`config.mk`:
```
export PLATFORM = sky130hd
export DESIGN_NAME = cog_vin
export DESIGN_NICKNAME = d
export VERILOG_FILES = /design/src/rtl/cog_vin.sv
export SDC_FILE = /design/constraint.sdc
export NUM_CORES = 1
export LEC_CHECK = 0
export CAP_MARGIN = 25
export CORE_MARGIN = 2
export CORE_UTILIZATION = 45
export DETAILED_ROUTE_END_ITERATION = 10
export PLACE_DENSITY = 0.68
export SETUP_SLACK_MARGIN = 0.5
export SLEW_MARGIN = 20
export SYNTH_ARGS = -nofsm -noshare
export SYNTH_HDL_FRONTEND = slang
export SYNTH_SLANG_ARGS = --single-unit
```
`constraint.sdc`:
```
create_clock -name clk_cog -period 6.3 [get_ports clk_cog]
set_input_delay 1.89 -clock clk_cog [delete_from_list [all_inputs] [get_ports clk_cog]]
set_output_delay 1.89 -clock clk_cog [all_outputs]
set_load 0.05 [all_outputs]
```
`src/rtl/cog_vin.sv`:
```
// Cog video capture: samples one 8-pin group at the pixel rate, palette-decodes
// each byte to a 1/2-bit index and packs indices LSB-first into 32-bit words.
// Optional macro COG_VIN_SYNC_EN adds a two-stage input synchronizer on pin_in.
module cog_vin (
  input  logic        clk_cog,
  input  logic        res,
  input  logic        setvin,
  input  logic        setscl,
  input  logic        setpal,
  input  logic [31:0] data,
  input  logic [31:0] pin_in,
  input  logic        take,
  output logic [31:0] word_out,
  output logic        valid,
  output logic        overrun,
  output logic        mismatch,
  output logic        busy
);

  localparam int unsigned CntW  = 9;   // pixel period up to 256
  localparam int unsigned SetW  = 13;  // word period up to 4096
  localparam int unsigned WordW = 32;

  // Configuration registers (only the used vin fields are kept)
  logic [1:0]       r_en;
  logic             r_bpp2;
  logic [1:0]       r_grp;
  logic [7:0]       r_mask;
  logic [19:0]      r_scl;
  logic [31:0]      r_pal;

  // Capture state
  logic [CntW-1:0]  r_cnt;
  logic [SetW-1:0]  r_set;
  logic [WordW-1:0] r_sr;

  logic [31:0]      w_pin;
  logic [7:0]       w_raw;
  logic [7:0]       w_byte;
  logic [1:0]       w_idx;
  logic             w_match;
  logic [CntW-1:0]  w_p;
  logic [SetW-1:0]  w_f;
  logic             w_active;
  logic             w_tick;
  logic             w_bound;
  logic [WordW-1:0] w_sr_shift;
  logic [WordW-1:0] w_sr_tick;
  logic [CntW-1:0]  w_cnt_nxt;
  logic [SetW-1:0]  w_set_nxt;

`ifdef COG_VIN_SYNC_EN
  logic [31:0] r_pin_s1;
  logic [31:0] r_pin_s2;

  // Two-flop synchronizer for asynchronous pin inputs
  always_ff @(posedge clk_cog) begin
    if (res) begin
      r_pin_s1 <= '0;
      r_pin_s2 <= '0;
    end else begin
      r_pin_s1 <= pin_in;
      r_pin_s2 <= r_pin_s1;
    end
  end

  assign w_pin = r_pin_s2;
`else
  assign w_pin = pin_in;
`endif

  // Pin group select and mask
  always_comb begin
    w_raw = 8'h00;
    case (r_grp)
      2'd0:    w_raw = w_pin[7:0];
      2'd1:    w_raw = w_pin[15:8];
      2'd2:    w_raw = w_pin[23:16];
      default: w_raw = w_pin[31:24];
    endcase
    w_byte = w_raw & r_mask;
  end

  // Palette match: scanning downward leaves the lowest matching entry
  always_comb begin
    w_idx   = 2'd0;
    w_match = 1'b0;
    for (int i = 3; i >= 0; i--) begin
      if ((r_bpp2 || (i < 2)) && (w_byte == (r_pal[8*i +: 8] & r_mask))) begin
        w_idx   = 2'(i);
        w_match = 1'b1;
      end
    end
  end

  // Zero in a scale field encodes the full power-of-two period
  assign w_p = (r_scl[19:12] == 8'd0)  ? CntW'(256)  : CntW'(r_scl[19:12]);
  assign w_f = (r_scl[11:0]  == 12'd0) ? SetW'(4096) : SetW'(r_scl[11:0]);

  assign w_active = |r_en;
  assign busy     = w_active;
  assign w_tick   = w_active && !setvin && (r_cnt == CntW'(1));
  assign w_bound  = w_active && !setvin && (r_set == SetW'(1));

  always_comb begin
    w_sr_shift = r_bpp2 ? {w_idx, r_sr[WordW-1:2]} : {w_idx[0], r_sr[WordW-1:1]};
    w_sr_tick  = w_tick ? w_sr_shift : r_sr;
    w_cnt_nxt  = ((r_cnt == CntW'(1)) || (r_set == SetW'(1))) ? w_p : r_cnt - CntW'(1);
    w_set_nxt  = (r_set == SetW'(1)) ? w_f : r_set - SetW'(1);
  end

  // Configuration writes
  always_ff @(posedge clk_cog) begin
    if (res) begin
      r_en   <= '0;
      r_bpp2 <= 1'b0;
      r_grp  <= '0;
      r_mask <= '0;
      r_scl  <= '0;
      r_pal  <= '0;
    end else begin
      if (setvin) begin
        r_en   <= data[30:29];
        r_bpp2 <= data[28];
        r_grp  <= data[10:9];
        r_mask <= data[7:0];
      end
      if (setscl) r_scl <= data[19:0];
      if (setpal) r_pal <= data;
    end
  end

  // Counters, shift register, word handoff and status flags
  always_ff @(posedge clk_cog) begin
    if (res) begin
      r_cnt    <= '0;
      r_set    <= '0;
      r_sr     <= '0;
      word_out <= '0;
      valid    <= 1'b0;
      overrun  <= 1'b0;
      mismatch <= 1'b0;
    end else if (setvin) begin
      r_cnt    <= w_p;
      r_set    <= w_f;
      r_sr     <= '0;
      valid    <= 1'b0;
      overrun  <= 1'b0;
      mismatch <= 1'b0;
    end else begin
      if (w_active) begin
        r_cnt <= w_cnt_nxt;
        r_set <= w_set_nxt;
        if (w_tick && !w_match) mismatch <= 1'b1;
      end
      if (w_bound) begin
        word_out <= w_sr_tick;
        r_sr     <= '0;
        valid    <= 1'b1;
        if (valid && !take) overrun <= 1'b1;
      end else begin
        r_sr <= w_sr_tick;
        if (take) valid <= 1'b0;
      end
    end
  end

endmodule
```
Yosys cells after proc, flatten, opt, wreduce, memory -nomap -nowiden
Index checks and enable logic that the tools add are counted.
Widths: inputs -> output; s select.

word-level totals
  word-level logic and storage cells = 72
  memories = 0
  memory bits (writable) = 0
  bits of input ports = 70
  bits in registers = 154
  memory bits (read-only) = 0
  latch bits = 0
  output and inout port bits = 36

cells by class
  $mul = 0
  muxes and demuxes = 21
  reductions and logical operators = 22
  shift operators = 0
  equal/unequal tests = 8
  bitwise operators = 6
  divide/modulo/power cells = 0
  add/sub/neg operators = 2
  magnitude comparators = 0

operator list
  operator               number
  $mux 32                2
  $mux 13                4
  $and 8x8->8            5
  $mux 9                 4
  $eq 8x8->1             4
  $pmux 8 s3             1
  $eq 13x1->1 const B    1
  $sub 13x1->13 const B  1
  $logic_not 12->1       1
  $eq 9x1->1 const B     1
  $sub 9x1->9 const B    1
  $logic_not 8->1        1
  $mux 2                 4
  $logic_and 1x1->1      7
  $mux 1                 6
  $reduce_and 2->1       3
  $reduce_bool 2->1      2
  $reduce_or 2->1        2
  $logic_not 1->1        3
  $reduce_or 3->1        1
  $eq 2x1->1 const B     1
  $eq 2x2->1 const B     1
  $logic_not 2->1        1
  $logic_or 1x1->1       1
  $not 1->1              1

Longest topological paths before layout
  word-level depth = 12
  gate-level depth with buffers = 10

Least setup slack after synthesis
Ideal clock, no wire load.

  path kind = input-to-reg
  start = in pin_in[27]
  end = reg word_out[30]
  cell stages on the path = 7
  buffers on the path = 0
  setup slack = 2.565 ns
  arrival time = 3.604 ns
  library setup time = 0.131 ns
  cells stage by stage = mux4_2 -> xor2_1 -> a2111oi_2 -> nand4_1 -> nor3b_2 -> o311ai_2 -> o41ai_2

between the ends
  cells in the longest elaborated chain, start to end = 10
  elaborated cells on any way between the ends = 14
  those cells by class = 4 x eq/ne; 7 x mux; 1 x bitwise; 2 x reduce/logical

ends and longest elaborated chain
  what                    RTL line  text
  start: declaration      11        input logic [31:0] pin_in,
  $pmux 8 s3 (*)          75        case (r_grp)
  $and 8x8->8 (*)         81        w_byte = w_raw & r_mask;
  $eq 8x8->1              89        if ((r_bpp2 || (i < 2)) && (w_byte == (r_pal[8*i +: 8] & r_mask))) begin
  $logic_and 1x1->1       89
  $mux 2 (3 in series)    89
  $mux 2 (*)              89
  $mux 32 (*)             106       w_sr_shift = r_bpp2 ? {w_idx, r_sr[WordW-1:2]} : {w_idx[0], r_sr[WordW-1:1]};
  $mux 32 (*)             107       w_sr_tick = w_tick ? w_sr_shift : r_sr;
  end signal: assignment  157       word_out <= w_sr_tick;
  end: declaration        13        output logic [31:0] word_out,

Every way passes the cells marked *; elsewhere a longest branch is shown, timed or not.
A chain may end at the register's enable or synchronous reset.

Worst setup path in the final report
  start = in setvin
  end = reg word_out[13]

between the ends
  cells in the longest elaborated chain, start to end = 4
  elaborated cells on any way between the ends = 7
  those cells by class = 1 x mux; 1 x bitwise; 5 x reduce/logical

ends and longest elaborated chain
  what                                                RTL line  text
  start: declaration                                  7         input logic setvin,
  $logic_not 1->1                                     102, 103
  $logic_and 1x1->1                                   102, 103
  $logic_and 1x1->1 (on tied branches)                102, 103
  $mux 32 / $reduce_and 2->1 (equally long branches)  n/a

Parallel ways exist; a longest one is shown, timed or not.

==> results.json <==
{
  "grt_antenna_before_repair": 0,
  "drtIter0Drc": 424,
  "peakVddDrop_v": 0.000298,
  "fin_ws_ns": 2.18,
  "synth_edf_count": 0,
  "io_buffers": 105,
  "yosysTopAreaCell": "dfxtp_1",
  "pin_count": 106,
  "drtAntennaViolNets": 0,
  "powerDensity_nw_per_um2": 267,
  "die_area_um2": 17800,
  "cts_sinks": 154,
  "rsz0062_at_grt": "no",
  "fin_skew_ns": 0.00902,
  "synthFlopType": "dfxtp_1",
  "tritoncts": "done",
  "syn-num-nets": 935,
  "dr_wl_met3_um": 906,
  "route.detailed.drc": 0,
  "path_depth": 10,
  "cts_resized": 0,
  "final_nets": 1015,
  "finalNonFillerCells": 1174,
  "power.leakage_nw": 3.48,
  "tightest_slew_ns": 0.990,
  "area_delta_synth_final_pct": 23.8,
  "post-route-period-util_pct": 65.4,
  "synth_cell_types": 60,
  "synth_area_leaders": "dfxtp_1 (41%), mux2i_1 (15%), nor2_1 (7.7%), a21oi_1 (3.7%), nand2_1 (3.5%)",
  "cp_cell_sequence": "clkdlybuf4s50_1, buf_4, nor2_1, nand4b_1, buf_6, buf_4, nor2_1, a21oi_1, o21ai_0, nor2b_1",
  "grt_pass1_vias": 6054,
  "pre_cts_slack_ns": 1.48,
  "wl_met2_um": 8720,
  "cpPeakStageDelay_ns": 0.62,
  "status": "completed",
  "cp-end-kind": "flop",
  "multiInputGateArea_um2": 4200,
  "ys_seq_area_share_pct": 40.9,
  "grt_usage_pct": 21.9,
  "crit_fanout": 19,
  "crit_slowest_cell": "nand4b_1",
  "max_cap_violations": 0,
  "path_buf_inv": 4,
  "r2r_slack_ns": 3.31,
  "vias": 6437,
  "finalCriticalPeriod_ns": 4.12,
  "h-tree-depth": 4,
  "r2r_cells": 8,
  "worstPathArrival_ns": 4.48,
  "grt_pass1_wl_um": 31300,
  "top_layer_used": "met4",
  "synth_area_um2": 7540,
  "slew_violations": 0,
  "path_class": "in2reg",
  "gp_congestion": 0.901,
  "syn_inst": 861,
  "drive_gt1_share_pct": 6.29,
  "firstDrtPassIters": 5,
  "setup_viol": 0,
  "clock.fmax_mhz": 243,
  "synth-seq-cells": 154,
  "numCtsBuffers": 17,
  "dp_cells": 1141,
  "postLayoutCoreUtil_pct": 56.6,
  "worstSetupStartpoint": "setvin",
  "setup-tns-final_ns": 0,
  "ctsRootBufferMaster": "clkbuf_16",
  "rr_startpoint": "r_set[0]$_SDFFE_PP0P_",
  "required_ns": 6.67,
  "die_w_um": 133,
  "viasPerCell": 5.48,
  "clock_latency_ns": 0.43,
  "post-cts-setup-buffer-count": 0,
  "slew_headroom_pct": 34.0,
  "met1_length_um": 8860,
  "routed_wire_length_per_instance_um": 16.1,
  "clk_path_buf_depth": 2,
  "final_common_cell": "nor2_1",
  "rows": 47,
  "grt_max_degree": 108,
  "clk_pin_slew_ns": 0.07,
  "startpoint_type": "input pin",
  "initial_core_util_pct": 45.8,
  "fillers": 1488,
  "path_delay_family": "buffers and inverters",
  "routed_wl_um": 18900,
  "regArea_um2": 3080,
  "grt.overflow.total": 0,
  "r2r_end": "r_cnt[8]$_SDFFE_PP0P_",
  "mostFrequentLayoutCells": "nor2_1 (154), dfxtp_1 (153), mux2i_1 (115)",
  "die_h_um": 133,
  "endpoint": "word_out[13]$_SDFFE_PP0P_",
  "synth_top_area_share_pct": 40.9,
  "min_path_type": "reg2reg",
  "yosysWarnings": 0,
  "core_area_um2": 16500,
  "dp_hpwl_um": 13200,
  "hold_viol_final": 0,
  "synthArstFlopShare_pct": 0,
  "cts_hold_buffers": 0,
  "n_antenna_cell": 0,
  "avgSynthCellArea_um2": 8.75
}
synthesized netlist by cell type, types with 6 or more instances:
| cell type | instances |
|---|---|
| nand2_1 | 71 |
| dfxtp_1 | 154 |
| nor4_1 | 10 |
| nor3_1 | 10 |
| mux2i_1 | 115 |
| xor2_1 | 16 |
| clkbuf_1 | 45 |
| o21ai_1 | 7 |
| a22oi_1 | 12 |
| nor2_1 | 154 |
| xnor2_1 | 24 |
| a32oi_1 | 6 |
| nand4_1 | 8 |
| nor2b_1 | 34 |
| o21ai_0 | 39 |
| a21oi_1 | 56 |
| inv_1 | 8 |
through the flow:
step | cell area [um^2] | hold WS, ns | power (W)
floorplan | 7540 | 0.444 | 0.00134
global placement | 8710 | 0.438 | 0.00146
detailed placement | 8710 | 0.447 | 0.00147
CTS | 9310 | 0.455 | 0.00250
global route | 9330 | 0.469 | 0.00259
finish | 9330 | 0.449 | 0.00249
power by group:
part / internal [W] / switching, W / total [W]
combinational: 0.000174 / 0.000205 / 0.000379
clock: 0.000583 / 0.000450 / 0.00103
sequential: 0.00102 / 0.0000571 / 0.00107
state kept, by name, indices dropped and copies added, names as in the netlist:
| register | flops |
|---|---|
| mismatch | 1 |
| overrun | 1 |
| r_bpp2 | 1 |
| r_cnt | 9 |
| r_en | 2 |
| r_grp | 2 |
| r_mask | 8 |
| r_pal | 32 |
| r_scl | 20 |
| r_set | 13 |
| r_sr | 32 |
| valid | 1 |
| word_out | 32 |
worst register-to-register path, stage by stage (launching register included):
cell and delay (ns):
dfxtp_1 0.43, ha_1 0.23, or4b_2 0.67, o31ai_4 0.67
a21oi_2 0.29, nor2_1 0.25, a32o_1 0.16, nand2_1 0.05
a21oi_1 0.16
cell families after synthesis:
family,count (synthesis),share of synthesized area [%]
flip-flops,154,40.9
multiplexers,123,17.8
adder cells (fa/ha/maj),4,0.664
XOR/XNOR,40,4.65
AND/OR/NAND/NOR,320,19.4
AO/OA/AOI/OAI,157,13.2
buffers and inverters,63,3.39
metal layers:
layer,GRT usage [%],vias to the layer above
met2,34.9,175
li1,-,3179
met5,0,-
met3,3.50,28
met1,30.5,3055
met4,7.21,0
area by class of cell:
class | instances | area share, %
clock buffer | 19 | 4.86
tap | 220 | 2.95
clock inverter | 13 | 1.65
sequential | 154 | 33.1
inverter | 8 | 0.322
multi-input combinational | 644 | 45.0
timing repair buffer | 116 | 12.2
worst min path at each step:
stage / from / to / cells after the start
finish: word_out[3]$_SDFFE_PP0P_ / word_out[3]$_SDFFE_PP0P_ / 2
global route: word_out[0]$_SDFFE_PP0P_ / word_out[0]$_SDFFE_PP0P_ / 2
CTS: word_out[0]$_SDFFE_PP0P_ / word_out[0]$_SDFFE_PP0P_ / 2
detailed placement: word_out[0]$_SDFFE_PP0P_ / word_out[0]$_SDFFE_PP0P_ / 2
global placement: word_out[3]$_SDFFE_PP0P_ / word_out[3]$_SDFFE_PP0P_ / 2
floorplan: r_scl[4]$_SDFFE_PP0P_ / r_set[4]$_SDFFE_PP0P_ / 2
(Power assumes the default switching activity.)
==> RTL edit (same settings) <==
Build with the macro `COG_VIN_SYNC_EN` defined.
--- a/src/rtl/cog_vin.sv
+++ b/src/rtl/cog_vin.sv
@@ -2,4 +2,6 @@
 // each byte to a 1/2-bit index and packs indices LSB-first into 32-bit words.
 // Optional macro COG_VIN_SYNC_EN adds a two-stage input synchronizer on pin_in.
+`define COG_VIN_SYNC_EN
+
 module cog_vin (
   input  logic        clk_cog,
Check against the original RTL: not equivalent (a bounded check fails within 4 cycles, from zero or initial values).
==> RTL edit against the unedited design <==
Worst hold slack worse by 0.016 ns. Sequential cell count up 64. Clock skew shrank 0.0012 ns. Critical endpoint is now word_out[21]. Power grew 27%. Setup slack better by 0.012 ns. Wire length increased by 9.8%. Area after synthesis is 21% higher. Count of clock-buffer cells in the layout grew 15. Register-to-register slack is essentially flat. Final area increased by 19%.
==> RTL edit: results (changes against the unedited design) <==
** Global route
- Global-route track usage on met3 :: 2.88% (-0.63 points)
- Vias in the first global route :: 6568 (+8.5%)
- The largest net degree at the start of global routing is 102 (-5.6%).
- The met1 track utilization from global routing came to 26.3% (-4.2 points).
- The wire length of the first global-routing pass came to 33.6 mm (+7.3%).

** Yosys
- The number of distinct library cells after synthesis is 70 (+17%).
- Adder and majority gate portion of the synthesized area :: 0.547% (-0.12 points)
- Multiplexer share of the synthesized area :: 14.9% (-2.9 points)
- The commonest cells after synthesis are sky130_fd_sc_hd__dfxtp_1 (218), sky130_fd_sc_hd__nor2_1 (183), sky130_fd_sc_hd__mux2i_1 (112), sky130_fd_sc_hd__nand2_1 (69), sky130_fd_sc_hd__nor2b_1 (65).
- The xor/xnor cell area share of the yosys netlist came to 2.49% (-2.2 points).
- Fraction of the yosys area taken by sequential cells :: 47.7% (+6.8 points)
- The total nets after synthesis was 1067 (+14%).
- By area the synthesized netlist is led by sky130_fd_sc_hd__dfxtp_1 (48%), sky130_fd_sc_hd__mux2i_1 (12%), sky130_fd_sc_hd__nor2_1 (7.5%).

** CTS
- Count of H-tree levels built during CTS :: 1 (-3)
- Number of buffers created by CTS :: 23 (+6)
- The clock tree buffer depth is 3 (+1).
- Skew-Pair Late Insertion Delay :: 0.49 ns (+0.06 ns)

** Worst setup path
- Delay of the slowest cell on the worst path :: 0.75 ns (+0.13 ns)
- Worst path arrival time :: 4.47 ns (about the same)
- For this design, the slowest cell found on the critical path is sky130_fd_sc_hd__and4b_1.

** Detailed routing
- The number of DRC markers after the initial detailed-route iteration was 395 (-6.8%).
- Vias per cell :: 5.19 (-5.4%)
- The met1 layer wirelength in the final routing came to 9.57 mm (+8.0%).
- The wire length per cell is 15.3 µm (-4.9%).
- The total length of routed met2 wires came to 9.48 mm (+8.7%).

** Pwr
- The standby leakage power was 4.22 nW (+21%).
- Maximum vdd drop :: 0.000152 V (-49%)
- The net switching power was 0.000760 W (+6.7%).

** Placed design
- Worst slack at placement :: 1.69 ns (+0.215 ns)
- Post-detail-place hpwl :: 14.4 mm (+9.2%)
- Placed cell count :: 1313 (+15%)

** Timing
- Actual transition at the worst max-transition pin :: 1.01 ns (+0.0173 ns)
- The worst-case clock skew was 0.00785 ns (-0.00117 ns).

** Layout
- The layout cell share with drive strength beyond 1 is 6.18% (-0.11 points).
- Layout Cells excl Fill :: 1355 (+15%)

** Run status
- The run finished with clean final reports.
-- RTL edit: changes by cell type in the layout (fill, tap and decap cells not counted), moves of 9 or more --
cell	change
sky130_fd_sc_hd__a22oi_1	-9
sky130_fd_sc_hd__xnor2_1	-20
sky130_fd_sc_hd__nand2b_1	+9
sky130_fd_sc_hd__dfxtp_1	+64
sky130_fd_sc_hd__clkbuf_1	+9
sky130_fd_sc_hd__nor2b_1	+31
sky130_fd_sc_hd__nor2_1	+29
-- RTL edit: worst paths after layout --
path,start,to,slack [ns],cells past startpoint
max,setvin,word_out[21],2.19,10
min,r_pin_s1[26],r_pin_s2[26],0.43,1
max reg2reg,r_grp[1],mismatch,3.32,7
min reg2reg,r_pin_s1[26],r_pin_s2[26],0.43,1
-- RTL edit: through the flow --
stage                     instance area [µm²]  utilization, %
after global placement                  10300            51.3
after global routing                    11100            55.2
final                                   11100            55.2
after floorplan                          9150               -
after detailed placement                10300            51.4
after CTS                               11000            55.0
-- RTL edit: layout make-up --
class / count / area [µm²] / area share, %
clock buffer: 34 / 637 / 5.74
clock inverter: 5 / 77.6 / 0.699
inverter: 11 / 41.3 / 0.372
multi-input combinational: 702 / 4480 / 40.4
sequential: 218 / 4370 / 39.3
tap: 270 / 338 / 3.04
timing repair buffer: 115 / 1160 / 10.4
-- RTL edit: power groups by stage --
| stage | Combinational [W] | Sequential (W) | Clock (W) |
|---|---|---|---|
| after CTS | 0.000347 | 0.00150 | 0.00133 |
| after detailed placement | 0.000344 | 0.00153 | 0 |
| after global routing | 0.000390 | 0.00151 | 0.00138 |
| after floorplan | 0.000259 | 0.00150 | 0 |
| final | 0.000353 | 0.00150 | 0.00129 |
| after global placement | 0.000339 | 0.00153 | 0 |
